File: src/rtl/bcd2int_if.sv
// Handshake bundle for the BCD-to-binary converter: input word channel and result channel.
interface bcd2int_if;
  logic        in_valid;
  logic        in_ready;
  logic [15:0] bcd;
  logic        out_valid;
  logic        out_ready;
  logic [13:0] int_out;
  logic        err;

  modport master (
    output in_valid, bcd, out_ready,
    input  in_ready, out_valid, int_out, err
  );

  modport slave (
    input  in_valid, bcd, out_ready,
    output in_ready, out_valid, int_out, err
  );
endinterface

File: src/rtl/bcd2int.sv
// Sequential 4-digit packed-BCD to 14-bit binary converter, one multiply-by-10-and-add per cycle.
module bcd2int (
  input  logic      clk,
  input  logic      rst_n,
  bcd2int_if.slave  bus
);

  localparam int unsigned BCD_W = 16;
  localparam int unsigned DIG_W = 4;
  localparam int unsigned ACC_W = 17;
  localparam int unsigned OUT_W = 14;
  localparam int unsigned IDX_W = 2;

  typedef enum logic [1:0] {
    ST_IDLE = 2'd0,
    ST_CONV = 2'd1,
    ST_DONE = 2'd2
  } state_e;

  state_e             state_q,     state_d;
  logic [BCD_W-1:0]   shadow_q,    shadow_d;
  logic [ACC_W-1:0]   acc_q,       acc_d;
  logic [IDX_W-1:0]   idx_q,       idx_d;
  logic               err_acc_q,   err_acc_d;
  logic [OUT_W-1:0]   int_out_q,   int_out_d;
  logic               err_q,       err_d;
  logic               out_valid_q, out_valid_d;
  logic [DIG_W-1:0]   digit;

  // Reset only takes effect on a clock edge.
  always_ff @(posedge clk) begin
    if (!rst_n) begin
      state_q     <= ST_IDLE;
      shadow_q    <= '0;
      acc_q       <= '0;
      idx_q       <= IDX_W'(3);
      err_acc_q   <= 1'b0;
      int_out_q   <= '0;
      err_q       <= 1'b0;
      out_valid_q <= 1'b0;
    end else begin
      state_q     <= state_d;
      shadow_q    <= shadow_d;
      acc_q       <= acc_d;
      idx_q       <= idx_d;
      err_acc_q   <= err_acc_d;
      int_out_q   <= int_out_d;
      err_q       <= err_d;
      out_valid_q <= out_valid_d;
    end
  end

  always_comb begin
    state_d     = state_q;
    shadow_d    = shadow_q;
    acc_d       = acc_q;
    idx_d       = idx_q;
    err_acc_d   = err_acc_q;
    int_out_d   = int_out_q;
    err_d       = err_q;
    out_valid_d = out_valid_q;

    unique case (idx_q)
      2'd3:    digit = shadow_q[15:12];
      2'd2:    digit = shadow_q[11:8];
      2'd1:    digit = shadow_q[7:4];
      default: digit = shadow_q[3:0];
    endcase

    case (state_q)
      ST_IDLE: begin
        if (bus.in_valid) begin
          shadow_d  = bus.bcd;
          acc_d     = '0;
          err_acc_d = 1'b0;
          idx_d     = IDX_W'(3);
          state_d   = ST_CONV;
        end
      end
      ST_CONV: begin
        // 17-bit accumulator: even all-0xF input cannot wrap before the error is flagged.
        acc_d     = acc_q * ACC_W'(10) + ACC_W'(digit);
        err_acc_d = err_acc_q | (digit > DIG_W'(9));
        idx_d     = idx_q - IDX_W'(1);
        if (idx_q == IDX_W'(0)) begin
          int_out_d   = err_acc_d ? '0 : acc_d[OUT_W-1:0];
          err_d       = err_acc_d;
          out_valid_d = 1'b1;
          state_d     = ST_DONE;
        end
      end
      ST_DONE: begin
        if (bus.out_ready) begin
          out_valid_d = 1'b0;
          state_d     = ST_IDLE;
        end
      end
      default: begin
        out_valid_d = 1'b0;
        state_d     = ST_IDLE;
      end
    endcase
  end

  // in_ready is a state decode gated by reset so it reads low while reset is held.
  assign bus.in_ready  = (state_q == ST_IDLE) && rst_n;
  assign bus.out_valid = out_valid_q;
  assign bus.int_out   = int_out_q;
  assign bus.err       = err_q;

endmodule

File: src/flat_wrapper.sv
// flat-port wrapper written by rule: the top's interface ports become plain ports
module bcd2int_flat 
  (clk, rst_n, bus_in_valid, bus_bcd, bus_out_ready, bus_in_ready, bus_out_valid, bus_int_out, bus_err);
  bcd2int_if bus_i ();
  input  logic clk;
  input  logic rst_n;
  input wire logic [$bits(bus_i.in_valid)-1:0] bus_in_valid;
  input wire logic [$bits(bus_i.bcd)-1:0] bus_bcd;
  input wire logic [$bits(bus_i.out_ready)-1:0] bus_out_ready;
  output wire logic [$bits(bus_i.in_ready)-1:0] bus_in_ready;
  output wire logic [$bits(bus_i.out_valid)-1:0] bus_out_valid;
  output wire logic [$bits(bus_i.int_out)-1:0] bus_int_out;
  output wire logic [$bits(bus_i.err)-1:0] bus_err;
  assign bus_i.in_valid = bus_in_valid;
  assign bus_i.bcd = bus_bcd;
  assign bus_i.out_ready = bus_out_ready;
  assign bus_in_ready = bus_i.in_ready;
  assign bus_out_valid = bus_i.out_valid;
  assign bus_int_out = bus_i.int_out;
  assign bus_err = bus_i.err;
  bcd2int u_core (.clk(clk), .rst_n(rst_n), .bus(bus_i));
endmodule
File: config.mk
export PLATFORM = sky130hd
export DESIGN_NAME = bcd2int_flat
export DESIGN_NICKNAME = d
export VERILOG_FILES = /design/src/rtl/bcd2int_if.sv /design/src/rtl/bcd2int.sv /design/src/flat_wrapper.sv
export SDC_FILE = /design/constraint.sdc
export NUM_CORES = 1
export LEC_CHECK = 0
export ABC_AREA = 1
export CAP_MARGIN = 25
export CORE_UTILIZATION = 62
export CTS_BUF_LIST = sky130_fd_sc_hd__clkbuf_4
export DETAILED_ROUTE_END_ITERATION = 12
export PLACE_DENSITY = 0.95
export SLEW_MARGIN = 20
export SYNTH_ARGS = -nofsm -noshare
export SYNTH_HDL_FRONTEND = slang
export SYNTH_SLANG_ARGS = --single-unit
File: constraint.sdc
create_clock -name clk -period 5.2 [get_ports clk]
set_clock_uncertainty 0.1 [all_clocks]
set_input_delay 0.52 -clock clk [delete_from_list [all_inputs] [get_ports clk]]
set_output_delay 0.52 -clock clk [all_outputs]
set_load 0.01 [all_outputs]
==> run metrics <==
post-synthesis cell count=a little under 400; routability congestion estimate=0.868; synthesis-to-layout area growth=13.9%; Core ar.=0.00450 mm^2; fill cell count=~340; CP Data Arrival Time=2.58 ns; P_leak=1.52 nW; Hold Path Origin=u_core.acc_q[11]; critical path required time=4.58 ns; Syn Std Cell Area=between 0.002 and 0.003 mm^2; CP max stage cell=clkdlybuf4s50_1; I/O pin total=37; min-delay worst type=flop to flop; placed instance count=475; clock slew at reported path FFs=0.13 ns; register bit count reported by yosys=50; largest net degree at the start of global routing=21; Initial Utilization=66.5%; Post-Syn Nets=445; Final Hold Viols=0; reg-to-reg slack, setup=2.27 ns; port bufs=36; Most Frequent Cell on Critical Path=clkdlybuf4s50_1; fin crit share=approximately 60%; CTS Buf Count=5; outcome=completed; kind of critical path=primary input to output port; min Tclk post-route=3.20 ns; Max FO, Critical Path=20; WHS Endpoint=u_core.acc_q[11]; DR iter-0 viols=between 100 and 150; initial antenna violation count=0; gr usage total=around 27%; Die Ht=between 70 and 80 um; CP top delay family=buffers and inverters; Post-DP Area=0.00336 mm^2; ant diodes=0; vias in the first global route=2603; peak supply drop=175 uV; Antenna Violating Nets Remaining=0; CP Capture Type=output port; first-pass GRT wire length=11000 um; Warnings, synthesis=0; worst reg-to-reg path cell count=15; Slew HR=around three fifths; share of cells above drive strength 1=between 10% and 20%; Avg Vias per Cell=approximately 5.6; setup violators final=0; aggregate global routing overflow=0; vias=2688; NumNets Final=478; Die Wd=slightly above 70 um; setup TNS=0 ns; Area contributors post-synth=dfxtp_1, nand2_1, ha_1; Slew Limit Fails=0; Design Area, Final=0.00341 mm^2; Netlist cell types=36; root buf cell=clkbuf_4; Post-CTS Hold Buffers=0; post-synth top area share=approximately a third; wire per inst=13.2 um; Max clock buf depth=2; Min-Delay Path Depth=2; worst r2r dst=u_core.bus.int_out[10]; H-tree levels=2; drt pass-1 iters=5; Max Fclk=313 MHz; Final Non-Filler Cells=483; reg2reg start=u_core.idx_q[0]; unrepaired setup endpoints after global routing=no; worst-margin pin slew=0.579 ns; post-synthesis sequential area ratio=33.4%; Startpoint Class=primary input; CTS tree=yes; Die ar.=0.00512 mm^2; post_cts resized=0; clk sinks=50; postcts setup bufs=0; post-DP HPWL=4940 um; post-synth top area cell=dfxtp_1; cells along the critical path=clkdlybuf4s50_1 -> inv_1 -> nor3_1 -> clkdlybuf4s50_1; synthesized area per cell=7.55 um^2; Cell Rows=24; max-cap violation count=0; worst skew pair latency=0.36 ns; power per cell area=207 mW/mm^2; Worst Path Buf+Inv=3; Residual DRC=0; routed wire length=around 6400 um; Worst path max stage delay=0.82 ns
where the power goes:
group	total, mW	switching, mW	internal (mW)
registers	0.412	0.0126	0.400
logic	0.132	0.0799	0.0522
clock network	0.163	0.115	0.0485
total	0.708	0.207	0.500
tightest hold or removal path: cells and delay by family (launching register included):
| kind | cells | cell delay, ns |
|---|---|---|
| AO/OA/AOI/OAI | 1 | 0.06 |
| flip-flops | 1 | 0.34 |
| AND/OR/NAND/NOR | 1 | 0.06 |
synth_stat cells:
cell type,number
nand2_1,99
dfxtp_1,50
nor2_1,45
a21oi_1,27
inv_1,27
ha_1,26
nand3_1,20
o21ai_0,19
nand2_2,14
a21oi_2,13
inv_2,5
nand3_2,5
xor2_1,5
clkbuf_1,3
nor2_2,3
nor2_4,3
xnor2_1,3
a31oi_1,2
buf_4,2
buf_6,2
clkbuf_8,2
fa_1,2
nand2_4,2
nand3b_1,2
nor2_8,2
nor3_1,2
o22ai_1,2
or2_2,2
a22oi_1,1
buf_1,1
buf_2,1
nand4_1,1
o21ai_2,1
o21bai_1,1
or2_4,1
xor2_2,1
flip-flops by register name, indices dropped and copies added, names as in the netlist:
signal	count
u_core.bus.out_valid	1
u_core.acc_q	13
u_core.bus.err	1
u_core.shadow_q	16
u_core.err_acc_q	1
u_core.bus.int_out	14
u_core.state_q	2
u_core.idx_q	2
cell usage in the layout (no fill, tap or decap), drive strengths merged:
cell type      netlist  routed
buf                  6       1
o22ai                2       2
nor2                53      53
fa                   2       2
xnor2                3       3
clkdlybuf4s50        0      36
ha                  26      26
nand3               25      25
nand3b               2       2
nor3                 2       2
a31oi                2       2
clkbuf               5       5
clkinv               0       3
inv                 32      32
nand4                1       1
dfxtp               50      50
a21oi               40      40
o21bai               1       1
o21ai               20      20
nand2              115     115
or2                  3       3
a22oi                1       1
xor2                 6       6
cell families after synthesis:
family	synth area share, %
XOR/XNOR	2.88
buffers and inverters	6.85
flip-flops	33.4
adder cells (fa/ha/maj)	12.2
AO/OA/AOI/OAI	13.1
AND/OR/NAND/NOR	31.6
routing by layer:
layer	global-route usage [%]	vias up	part of all wire, %
li1	-	1355	-
met1	32.1	1235	44
met2	48.1	81	50
met3	5.63	17	4.7
met4	10.9	0	2.2
met5	0	-	0
cell type report:
cell class | count | area (um^2) | area share, %
Tap cell | 52 | 65.1 | 1.91
Multi-Input combinational cell | 304 | 1790 | 52.5
Sequential cell | 50 | 1000 | 29.3
Clock inverter | 3 | 11.3 | 0.330
Inverter | 32 | 120 | 3.52
Clock buffer | 5 | 37.5 | 1.10
Timing Repair Buffer | 37 | 388 | 11.4
through the flow:
stage | util, % | setup WS, ns | hold slack [ns] | power [mW]
global placement | 74.1 | 1.75 | 0.353 | 0.541
global route | 75.8 | 1.88 | 0.408 | 0.744
detailed placement | 74.7 | 2.05 | 0.365 | 0.550
CTS | 75.8 | 2.05 | 0.383 | 0.710
floorplan | - | 2.70 | 0.346 | 0.512
finish | 75.8 | 2.00 | 0.387 | 0.708
worst max-delay path by stage:
stage | startpoint | to | cells past startpoint
2_1_floorplan | u_core.idx_q[0] | u_core.acc_q[9] | 16
3_3_place_gp | rst_n | bus_in_ready | 4
3_5_place_dp | rst_n | bus_in_ready | 4
4_1_cts | rst_n | bus_in_ready | 4
5_1_grt | rst_n | bus_in_ready | 4
6_report | rst_n | bus_in_ready | 4
Note: power is estimated with default switching activity, not from simulation.
